[config.mk]
export PLATFORM = sky130hd
export DESIGN_NAME = hwpe_ctrl_regfile_bist
export DESIGN_NICKNAME = d
export VERILOG_FILES = /design/src/rtl/hwpe_ctrl_bist_package.sv /design/src/rtl/hwpe_ctrl_bist_checker.sv /design/src/rtl/hwpe_ctrl_regfile_bist.sv
export SDC_FILE = /design/constraint.sdc
export NUM_CORES = 1
export LEC_CHECK = 0
export BUFFER_PORTS_ARGS = -buffer_cell sky130_fd_sc_hd__buf_2
export CORE_MARGIN = 5
export CORE_UTILIZATION = 30
export DETAILED_ROUTE_END_ITERATION = 12
export PLACE_DENSITY_LB_ADDON = 0.12
export SYNTH_ARGS = -nofsm -noshare
export SYNTH_HDL_FRONTEND = slang
export SYNTH_SLANG_ARGS = --single-unit
[constraint.sdc]
create_clock -name clk_i -period 4.9 [get_ports clk_i]
set_input_delay 0.245 -clock clk_i [delete_from_list [all_inputs] [get_ports clk_i]]
set_output_delay 0.245 -clock clk_i [all_outputs]
set_load 0.1 [all_outputs]
[src/rtl/hwpe_ctrl_bist_package.sv]
// Shared types and per-element constants for the March C- register file BIST.
package hwpe_ctrl_bist_package;

    // March C- elements in execution order
    typedef enum logic [2:0] {
        M0 = 3'd0,
        M1 = 3'd1,
        M2 = 3'd2,
        M3 = 3'd3,
        M4 = 3'd4,
        M5 = 3'd5
    } march_elem_e;

    // Operation kind inside an element
    typedef enum logic {
        OP_R = 1'b0,
        OP_W = 1'b1
    } march_op_e;

    // Sequencer states
    typedef enum logic [1:0] {
        BIST_IDLE  = 2'd0,
        BIST_RUN   = 2'd1,
        BIST_DRAIN = 2'd2,
        BIST_DONE  = 2'd3
    } bist_state_e;

    // One bit per element, indexed by the element code (bits 6/7 unused).
    // Address walks downward for M3..M5.
    localparam logic [7:0] ELEM_DOWN    = 8'b0011_1000;
    // Elements with a read followed by a write (M1..M4); M0 and M5 have one op.
    localparam logic [7:0] ELEM_TWO_OPS = 8'b0001_1110;
    // Read expects ~P in M2 and M4, P elsewhere.
    localparam logic [7:0] ELEM_RD_POL  = 8'b0001_0100;
    // Write stores ~P in M1 and M3, P elsewhere.
    localparam logic [7:0] ELEM_WR_POL  = 8'b0000_1010;

    // M0 is a lone write; all other elements start with a read and, when they
    // have a second op, it is the write.
    function automatic march_op_e elem_op(input march_elem_e elem, input logic op_idx);
        march_op_e op;
        if (elem == M0) begin
            op = OP_W;
        end else if (op_idx) begin
            op = OP_W;
        end else begin
            op = OP_R;
        end
        return op;
    endfunction

endpackage

[src/rtl/hwpe_ctrl_bist_checker.sv]
// Read-compare pipeline: delays expected data to line up with rdata_i, flags
// mismatches, captures the first failure and counts errors (saturating).
module hwpe_ctrl_bist_checker
    import hwpe_ctrl_bist_package::*;
#(
    parameter int unsigned ADDR_WIDTH    = 5,
    parameter int unsigned DATA_WIDTH    = 32,
    parameter int unsigned READ_LATENCY  = 1,
    parameter int unsigned ERR_CNT_WIDTH = 8
) (
    input  logic                     clk_i,
    input  logic                     rst_ni,
    input  logic                     clr_i,
    input  logic                     push_i,
    input  logic [DATA_WIDTH-1:0]    exp_i,
    input  logic [ADDR_WIDTH-1:0]    addr_i,
    input  logic [2:0]               elem_i,
    input  logic [DATA_WIDTH-1:0]    rdata_i,
    output logic                     fail_o,
    output logic [ADDR_WIDTH-1:0]    fail_addr_o,
    output logic [2:0]               fail_elem_o,
    output logic [ERR_CNT_WIDTH-1:0] err_cnt_o
);

    logic [READ_LATENCY-1:0] r_vld;
    logic [DATA_WIDTH-1:0]   r_exp  [READ_LATENCY];
    logic [ADDR_WIDTH-1:0]   r_addr [READ_LATENCY];
    logic [2:0]              r_elem [READ_LATENCY];

    logic                     r_fail;
    logic [ADDR_WIDTH-1:0]    r_fail_addr;
    logic [2:0]               r_fail_elem;
    logic [ERR_CNT_WIDTH-1:0] r_err_cnt;

    logic w_mismatch;

    // Valid bits of the compare pipe; a clear flushes in-flight reads
    always_ff @(posedge clk_i or negedge rst_ni) begin
        if (!rst_ni) begin
            r_vld <= '0;
        end else if (clr_i) begin
            r_vld <= '0;
        end else begin
            r_vld[0] <= push_i;
            for (int i = 1; i < int'(READ_LATENCY); i++) begin
                r_vld[i] <= r_vld[i-1];
            end
        end
    end

    // Payload of the compare pipe; only meaningful where the valid bit is set
    always_ff @(posedge clk_i) begin
        r_exp[0]  <= exp_i;
        r_addr[0] <= addr_i;
        r_elem[0] <= elem_i;
        for (int i = 1; i < int'(READ_LATENCY); i++) begin
            r_exp[i]  <= r_exp[i-1];
            r_addr[i] <= r_addr[i-1];
            r_elem[i] <= r_elem[i-1];
        end
    end

    // Compare the popped entry against the data returned by the regfile
    always_comb begin
        w_mismatch = r_vld[READ_LATENCY-1] && (rdata_i != r_exp[READ_LATENCY-1]);
    end

    // Sticky first-fail capture and saturating error counter
    always_ff @(posedge clk_i or negedge rst_ni) begin
        if (!rst_ni) begin
            r_fail      <= 1'b0;
            r_fail_addr <= '0;
            r_fail_elem <= '0;
            r_err_cnt   <= '0;
        end else if (clr_i) begin
            r_fail      <= 1'b0;
            r_fail_addr <= '0;
            r_fail_elem <= '0;
            r_err_cnt   <= '0;
        end else if (w_mismatch) begin
            if (r_err_cnt != '1) begin
                r_err_cnt <= r_err_cnt + ERR_CNT_WIDTH'(1);
            end
            if (!r_fail) begin
                r_fail      <= 1'b1;
                r_fail_addr <= r_addr[READ_LATENCY-1];
                r_fail_elem <= r_elem[READ_LATENCY-1];
            end
        end
    end

    assign fail_o      = r_fail;
    assign fail_addr_o = r_fail_addr;
    assign fail_elem_o = r_fail_elem;
    assign err_cnt_o   = r_err_cnt;

endmodule

[src/rtl/hwpe_ctrl_regfile_bist.sv]
// March C- BIST sequencer for the HWPE control register file test port.
// Drives one operation per cycle through M0..M5, then drains the read pipe.
module hwpe_ctrl_regfile_bist
    import hwpe_ctrl_bist_package::*;
#(
    parameter int unsigned ADDR_WIDTH    = 5,
    parameter int unsigned DATA_WIDTH    = 32,
    parameter int unsigned READ_LATENCY  = 1,
    parameter int unsigned ERR_CNT_WIDTH = 8,
    localparam int unsigned NUM_BYTE     = DATA_WIDTH / 8
) (
    input  logic                     clk_i,
    input  logic                     rst_ni,
    input  logic                     clear_i,
    input  logic                     start_i,
    input  logic [DATA_WIDTH-1:0]    pattern_i,
    output logic                     bist_o,
    output logic                     csn_o,
    output logic                     wen_o,
    output logic [ADDR_WIDTH-1:0]    addr_o,
    output logic [DATA_WIDTH-1:0]    wdata_o,
    output logic [NUM_BYTE-1:0]      be_o,
    input  logic [DATA_WIDTH-1:0]    rdata_i,
    output logic                     busy_o,
    output logic                     done_o,
    output logic                     fail_o,
    output logic [ADDR_WIDTH-1:0]    fail_addr_o,
    output logic [2:0]               fail_elem_o,
    output logic [ERR_CNT_WIDTH-1:0] err_cnt_o
);

    bist_state_e             r_state,  w_state;
    march_elem_e             r_elem,   w_elem;
    logic [ADDR_WIDTH-1:0]   r_addr,   w_addr;
    logic                    r_op_idx, w_op_idx;
    logic [1:0]              r_drain,  w_drain;
    logic [DATA_WIDTH-1:0]   r_pattern;

    march_op_e               w_op;
    logic                    w_run;
    logic                    w_last_addr;
    logic                    w_start_acc;
    logic                    w_chk_clr;
    logic                    w_push;
    logic [DATA_WIDTH-1:0]   w_exp;

    // Sequencer state registers
    always_ff @(posedge clk_i or negedge rst_ni) begin
        if (!rst_ni) begin
            r_state  <= BIST_IDLE;
            r_elem   <= M0;
            r_addr   <= '0;
            r_op_idx <= 1'b0;
            r_drain  <= '0;
        end else begin
            r_state  <= w_state;
            r_elem   <= w_elem;
            r_addr   <= w_addr;
            r_op_idx <= w_op_idx;
            r_drain  <= w_drain;
        end
    end

    // Background pattern, captured only when a run is accepted
    always_ff @(posedge clk_i) begin
        if (w_start_acc) begin
            r_pattern <= pattern_i;
        end
    end

    // Next-state logic: op index, then address, then element advance
    always_comb begin
        w_state     = r_state;
        w_elem      = r_elem;
        w_addr      = r_addr;
        w_op_idx    = r_op_idx;
        w_drain     = r_drain;
        w_start_acc = 1'b0;
        w_op        = elem_op(r_elem, r_op_idx);
        w_last_addr = ELEM_DOWN[r_elem] ? (r_addr == '0) : (r_addr == '1);

        case (r_state)
            BIST_IDLE, BIST_DONE: begin
                if (start_i) begin
                    w_start_acc = 1'b1;
                    w_state     = BIST_RUN;
                    w_elem      = M0;
                    w_addr      = '0;
                    w_op_idx    = 1'b0;
                end
            end
            BIST_RUN: begin
                if (ELEM_TWO_OPS[r_elem] && !r_op_idx) begin
                    w_op_idx = 1'b1;
                end else begin
                    w_op_idx = 1'b0;
                    if (w_last_addr) begin
                        if (r_elem == M5) begin
                            w_state = BIST_DRAIN;
                            w_drain = '0;
                        end else begin
                            w_elem = march_elem_e'(r_elem + 3'd1);
                            w_addr = ELEM_DOWN[r_elem + 3'd1] ? '1 : '0;
                        end
                    end else if (ELEM_DOWN[r_elem]) begin
                        w_addr = r_addr - ADDR_WIDTH'(1);
                    end else begin
                        w_addr = r_addr + ADDR_WIDTH'(1);
                    end
                end
            end
            BIST_DRAIN: begin
                if (r_drain == 2'(READ_LATENCY - 1)) begin
                    w_state = BIST_DONE;
                end else begin
                    w_drain = r_drain + 2'd1;
                end
            end
            default: begin
                w_state = BIST_IDLE;
            end
        endcase

        if (clear_i) begin
            w_state     = BIST_IDLE;
            w_start_acc = 1'b0;
        end
    end

    // Test-port drive and status decode from the registered state
    always_comb begin
        w_run   = (r_state == BIST_RUN);
        bist_o  = w_run || (r_state == BIST_DRAIN);
        busy_o  = bist_o;
        done_o  = (r_state == BIST_DONE);
        csn_o   = !w_run;
        wen_o   = !(w_run && (w_op == OP_W));
        addr_o  = w_run ? r_addr : '0;
        wdata_o = '0;
        if (w_run && (w_op == OP_W)) begin
            wdata_o = ELEM_WR_POL[r_elem] ? ~r_pattern : r_pattern;
        end
        be_o    = '1;
        w_push  = w_run && (w_op == OP_R);
        w_exp   = ELEM_RD_POL[r_elem] ? ~r_pattern : r_pattern;
        w_chk_clr = clear_i || w_start_acc;
    end

    hwpe_ctrl_bist_checker #(
        .ADDR_WIDTH    (ADDR_WIDTH),
        .DATA_WIDTH    (DATA_WIDTH),
        .READ_LATENCY  (READ_LATENCY),
        .ERR_CNT_WIDTH (ERR_CNT_WIDTH)
    ) i_checker (
        .clk_i       (clk_i),
        .rst_ni      (rst_ni),
        .clr_i       (w_chk_clr),
        .push_i      (w_push),
        .exp_i       (w_exp),
        .addr_i      (r_addr),
        .elem_i      (r_elem),
        .rdata_i     (rdata_i),
        .fail_o      (fail_o),
        .fail_addr_o (fail_addr_o),
        .fail_elem_o (fail_elem_o),
        .err_cnt_o   (err_cnt_o)
    );

endmodule
### Yosys cells after proc, flatten, opt, wreduce, memory -nomap -nowiden

Memories as Yosys holds them, arrays and structs flattened.
Cells that the tools add are included.

* register bits after elaboration: 63
* bits in latches: 0
* RAM bits: 40
* ROM bits: 40
* bits of input ports: 68
* output and inout port bits: 63
* word-level logic and storage cells: 127
* memories: 8

* $add $sub $neg: 5
* multipliers: 0
* divide/modulo/power cells: 0
* $lt $le $gt $ge: 2
* equal/unequal tests: 20
* shift-type cells: 0
* muxes and demuxes: 54
* bitwise logic cells: 2
* reduce and logical (&&, ||, !) cells: 25

Memory list
* i_checker.r_exp: words 1, bits a word 32, rd ports 1, clocked after memory_dff 0, write ports 1, line hwpe_ctrl_bist_checker.sv:26 `logic [DATA_WIDTH-1:0] r_exp [READ_LATENCY];`
* (name not given): words 8, bits a word 1, rd ports 1, clocked after memory_dff 0, write ports 0, line hwpe_ctrl_regfile_bist.sv:145 `w_exp = ELEM_RD_POL[r_elem] ? ~r_pattern : r_pattern;`
* (name not given): words 8, bits a word 1, rd ports 1, clocked after memory_dff 0, write ports 0, line hwpe_ctrl_regfile_bist.sv:141 `wdata_o = ELEM_WR_POL[r_elem] ? ~r_pattern : r_pattern;`
* (name not given): words 8, bits a word 1, rd ports 1, clocked after memory_dff 0, write ports 0, line hwpe_ctrl_regfile_bist.sv:105 `end else if (ELEM_DOWN[r_elem]) begin`
* (name not given): words 8, bits a word 1, rd ports 1, clocked after memory_dff 0, write ports 0, line hwpe_ctrl_regfile_bist.sv:103 `w_addr = ELEM_DOWN[r_elem + 3'd1] ? '1 : '0;`
* (name not given): words 8, bits a word 1, rd ports 1, clocked after memory_dff 0, write ports 0, line hwpe_ctrl_regfile_bist.sv:93 `if (ELEM_TWO_OPS[r_elem] && !r_op_idx) begin`
* +2 memories

Operators with widths (number)
* $mux W32: 3
* $mux W5: 10
* $ne A32 B32 Y1: 1
* $not A32 Y32: 1
* $mux W8: 3
* $mux W3: 7
* $mux W2: 10
* $mux W1: 16
* $reduce_and A5 Y1: 3
* $ne A3 B3 Y1 const B: 4
* $pmux W5 S2: 1
* $add A8 B1 Y8 const B: 1
* $lt A3 B4 Y1 const B: 2
* $ne A2 B2 Y1 const B: 4
* $ne A8 B8 Y1 const B: 1
* $reduce_bool A2 Y1: 4
* $ne A2 B1 Y1 const B: 3
* $ne A3 B2 Y1 const B: 2
* $pmux W2 S3: 1
* $pmux W3 S2: 1
* $reduce_and A2 Y1: 3
* $add A5 B1 Y5 const B: 1
* $eq A5 B5 Y1 const B: 1
* $logic_not A5 Y1: 1
* other kinds (16): 24

### Depth between registers and ports, before layout

* word-level depth: 8
* mapped depth: 10
* depth with buffers taken out: 10

### By module

From an unflattened synthesis, not the netlist that was laid out.

* cell total of the unflattened synthesis: 460
* area total of the unflattened synthesis: 5061.1 um2

By module, submodules not included
* hwpe_ctrl_regfile_bist: instances 1, cells an instance 284, area an instance 2925.3 um2, seq. area each 1286.2 um2
* hwpe_ctrl_bist_checker: instances 1, cells an instance 176, area an instance 2135.8 um2, seq. area each 1251.2 um2

### Least setup slack after synthesis

OpenSTA, ideal clock, no wires.

* kind: register to output
* from: register r_elem[0]
* to: output wdata_o[22]
* arrival time: 3.073 ns
* required time: 4.655 ns
* slack: 1.582 ns
* cell stages (with the launch flop): 7
* buffers on the path: 1
* cells stage by stage: dfrtp_1 > inv_1 > ha_1 > ha_1 > o21ai_1 > clkbuf_1 > nor2_1

* longest elaborated chain between the ends: 4
* elaborated cells between the ends (all ways): 7
* those cells by class: mux (4); reduce/logical (2); memory (1)

RTL lines
* start: declaration: line hwpe_ctrl_regfile_bist.sv:33 `march_elem_e r_elem, w_elem;`
* start signal: assignment: line hwpe_ctrl_regfile_bist.sv:57 `r_elem <= w_elem;`
* $mem_v2 Z8 W1 or $logic_not A3 Y1 (tied branches)
* $mux W1 (on tied branches): line hwpe_ctrl_regfile_bist.sv:141, hwpe_ctrl_bist_package.sv:42
* $mux W32 or $logic_and A1 B1 Y1 (tied branches): line hwpe_ctrl_regfile_bist.sv:141, hwpe_ctrl_regfile_bist.sv:140
* $mux W32 (*): line hwpe_ctrl_regfile_bist.sv:140 `if (w_run && (w_op == OP_W)) begin`
* end: declaration: line hwpe_ctrl_regfile_bist.sv:21 `output logic [DATA_WIDTH-1:0] wdata_o,`

Every way passes the cells marked *; elsewhere a longest branch is shown, timed or not. The select of a mux whose other input is x is not followed.

### Final worst setup path

* from: register r_elem[0]
* to: output wen_o

* longest elaborated chain between the ends: 4

RTL lines
* $logic_not A3 Y1: line hwpe_ctrl_bist_package.sv:42 `if (elem == M0) begin`
* $mux W1: line hwpe_ctrl_bist_package.sv:42
* $logic_and A1 B1 Y1: line hwpe_ctrl_regfile_bist.sv:137 `wen_o = !(w_run && (w_op == OP_W));`
* $logic_not A1 Y1: line hwpe_ctrl_regfile_bist.sv:137
* end: declaration: line hwpe_ctrl_regfile_bist.sv:19 `output logic wen_o,`

No other way between the ends.

==> flow_metrics.env <==
export IMPL_hold_viol_final=0
export IMPL_synth_cell_types=57
export IMPL_coreArea_um2=16000
export IMPL_synth_edf_count=32
export IMPL_yosysMostFrequentCell="xnor2_1"
export IMPL_dieHeight_um=138
export IMPL_die_area_um2=19100
export IMPL_hp_start="pattern_i[23]"
export IMPL_slowest_delay_ps=510
export IMPL_hold_class="in2reg"
export IMPL_fmax_ghz=0.374
export IMPL_cap_violations=0
export IMPL_routed_wl_um=12000
export IMPL_endpoint_kind="output port"
export IMPL_final_max_slew_viol_count=0
export IMPL_ff2ff_path_depth=6
export IMPL_path_max_fanout=33
export IMPL_cts_max_path_buffers=2
export IMPL_synth_commonest_cells="xnor2_1 (67), nor2_1 (41), dfxtp_1 (40)"
export IMPL_wire_per_inst_um=15.2
export IMPL_drive_above_1_share_pct=28.4
export IMPL_synth_ff_type="dfxtp_1"
export IMPL_antenna_cells=0
export IMPL_path_cells="inv_1, ha_1, ha_1, o21ai_2, buf_4, buf_2"
export IMPL_grt_usage_pct=12.6
export IMPL_outcome="finished, final reports clean"
export IMPL_fp_row_count=46
export IMPL_via_count=3473
export IMPL_fp_dieW_um=138
export IMPL_grt_pass1_vias=3709
export IMPL_arrival_ps=2430
export IMPL_reg2reg_slack_ps=2300
export IMPL_dp_cells=772
export IMPL_critPathKind="reg2out"
export IMPL_cp_start_kind="flop"
export IMPL_viasPerCell=4.40
export IMPL_synth_largest_area_cell="edfxtp_1"
export IMPL_dr_pass1_iters=4
export IMPL_ys_seq_area_share_pct=51.5
export IMPL_post_route_util_pct=38.0
export IMPL_ir_drop_v=0.000694
export IMPL_wl_met2_um=5630
export IMPL_ys_seq_elements=103
export IMPL_syn_area_per_cell_um2=11.1
export IMPL_skew_ps=7.51
export IMPL_cts_setup_buffers=0
export IMPL_leakage_nw=2.65
export IMPL_tightestPinTransition_ps=1020
export IMPL_grt_max_degree=34
export IMPL_worst_r2r_endpoint="i_checker.fail_elem_o[1]"
export IMPL_p_per_area_nw_per_um2=519
export IMPL_drcViolationCount=0
export IMPL_syn_inst=444
export IMPL_grt_overflow_total=0
export IMPL_io_buffers=126
export IMPL_min_to="r_pattern[23]"
export IMPL_period_minus_slack_ps=2670
export IMPL_start_util_pct=30.8
export IMPL_antenna_found_initial=0
export IMPL_fin_nets=652
export IMPL_instances_no_fill=789
export IMPL_htree_levels=3
export IMPL_rsz0062_at_grt="no"
export IMPL_ios=131
export IMPL_required_ps=4660
export IMPL_tns_ps=0
export IMPL_hold_depth=1
export IMPL_synth_top_area_share_pct=19.5
export IMPL_clock_latency_ps=350
export IMPL_finalSetupViolCount=0
export IMPL_routabilityCongestion=0.781
export IMPL_timing_hold_ws_ps=63.1
export IMPL_synth_area_leaders="edfxtp_1 (20%), dfxtp_1 (16%), dfrtp_1 (16%)"
export IMPL_path_clk_slew_ps=70
export IMPL_final_antenna_net_count=0
export IMPL_r2r_start="i_checker.r_exp[0][7]"
export IMPL_tritoncts="yes"
export IMPL_cts_root_buffer="clkbuf_16"
export IMPL_critical_path_slowest_cell="buf_2"
export IMPL_timing_critical_path_mode_cell="ha_1"
export IMPL_hpwl_um=8550
export IMPL_drtIter0Drc=167
export IMPL_met3WireLength_um=537
export IMPL_topRoutingLayerUsed="met4"
export IMPL_grt_pass1_wl_um=19300
export IMPL_synth_area_um2=4920
export IMPL_totalPowerFinal_mw=3.16
export IMPL_met1_length_um=5580
export IMPL_numClockSinks=103
export IMPL_async_flop_share_pct=30.1
export IMPL_numCtsBuffers=9
export IMPL_ys_warn_count=0
export IMPL_post_route_period_util_pct=54.5
export IMPL_syn_to_final_growth_pct=23.3
export IMPL_slew_headroom_pct=31.9
kinds of logic (layout without fill, tap and decap cells):
group / Yosys count / count (layout) / synth area share, %
XOR/XNOR: 100 / 100 / 17.8
AND/OR/NAND/NOR: 130 / 130 / 13.6
other: 1 / 4 / 0.0761
adder cells (fa/ha/maj): 16 / 16 / 4.22
flip-flops: 103 / 103 / 51.5
multiplexers: 12 / 12 / 2.46
AO/OA/AOI/OAI: 48 / 48 / 7.09
buffers and inverters: 34 / 160 / 3.23
worst max-delay path, delay by kind of cell, from the launching register on:
kind	cells	cell delay (ps)
buffers and inverters	3	1020
AO/OA/AOI/OAI	1	130
flip-flops	1	410
adder cells (fa/ha/maj)	2	510
state kept, by name, indices dropped and copies added, names as in the netlist, 2 cells and up:
name and count:
r_state 2, i_checker.err_cnt_o 8, r_drain 2, i_checker.r_elem 3
r_pattern 32, r_addr 5, i_checker.fail_elem_o 3, i_checker.fail_addr_o 5
r_elem 3, i_checker.r_exp 32, i_checker.r_addr 5
what timing repair did:
action                    CTS  global route
hold endpoints to repair   30             0
hold buffers                1             0
resized for setup           0             0
cell usage in the layout, fill, tap and decap left out, drive strengths merged, types with 2 or more instances in the layout:
master,n
dfxtp,40
o31ai,3
a22o,7
a21oi,16
inv,14
nand3,9
and3,5
buf,130
o21ai,11
clkbuf,11
nor4,10
dfrtp,31
nand4,4
conb,4
ha,15
xor2,33
nor2,41
or2b,2
clkinv,3
nor3,3
edfxtp,32
nand2,32
mux2i,11
o211ai,2
nand2b,4
xnor2,67
a21o,2
and2,5
or3,6
or4,2
routing by layer:
layer / vias to the layer above / track usage [%]
met5: - / 0
met4: 0 / 4.89
met3: 13 / 2.86
met2: 77 / 20.5
met1: 1641 / 16.5
li1: 1742 / -
where the power goes:
group	internal (mW)	total (mW)	switching [mW]	leakage (nW)
logic	0.267	1.40	1.14	1.46
clock network	0.359	0.682	0.323	0.134
registers	0.997	1.07	0.0740	1.06
worst max-delay path by stage:
| stage | slack, ps | to | depth (start not counted) | startpoint |
|---|---|---|---|---|
| 2_1_floorplan | 1580 | wdata_o[22] | 6 | r_elem[0] |
| 3_3_place_gp | 2260 | i_checker.fail_addr_o[4] | 7 | rdata_i[9] |
| 3_5_place_dp | 2220 | i_checker.fail_elem_o[1] | 7 | rdata_i[9] |
| 4_1_cts | 2180 | wdata_o[26] | 7 | r_elem[0] |
| 5_1_grt | 1970 | i_checker.fail_elem_o[1] | 6 | i_checker.r_exp[0][7] |
| 6_report | 2230 | wen_o | 6 | r_elem[0] |
area by class of cell:
type / count / area (um2)
clock inverter: 5 / 33.8
clock buffer: 11 / 243
timing repair buffer: 131 / 671
multi-input combinational: 310 / 2270
tap: 216 / 270
sequential: 103 / 2540
fill: 1634 / 9930
inverter: 13 / 48.8
metrics by stage:
| step | area, um2 | worst slack, ps |
|---|---|---|
| 2_1_floorplan | 4940 | 1580 |
| 3_3_place_gp | 5790 | 2260 |
| 3_5_place_dp | 5790 | 2220 |
| 4_1_cts | 6070 | 2180 |
| 5_1_grt | 6070 | 1970 |
| 6_report | 6070 | 2230 |
No activity file was read; power rests on OpenSTA's default activity.
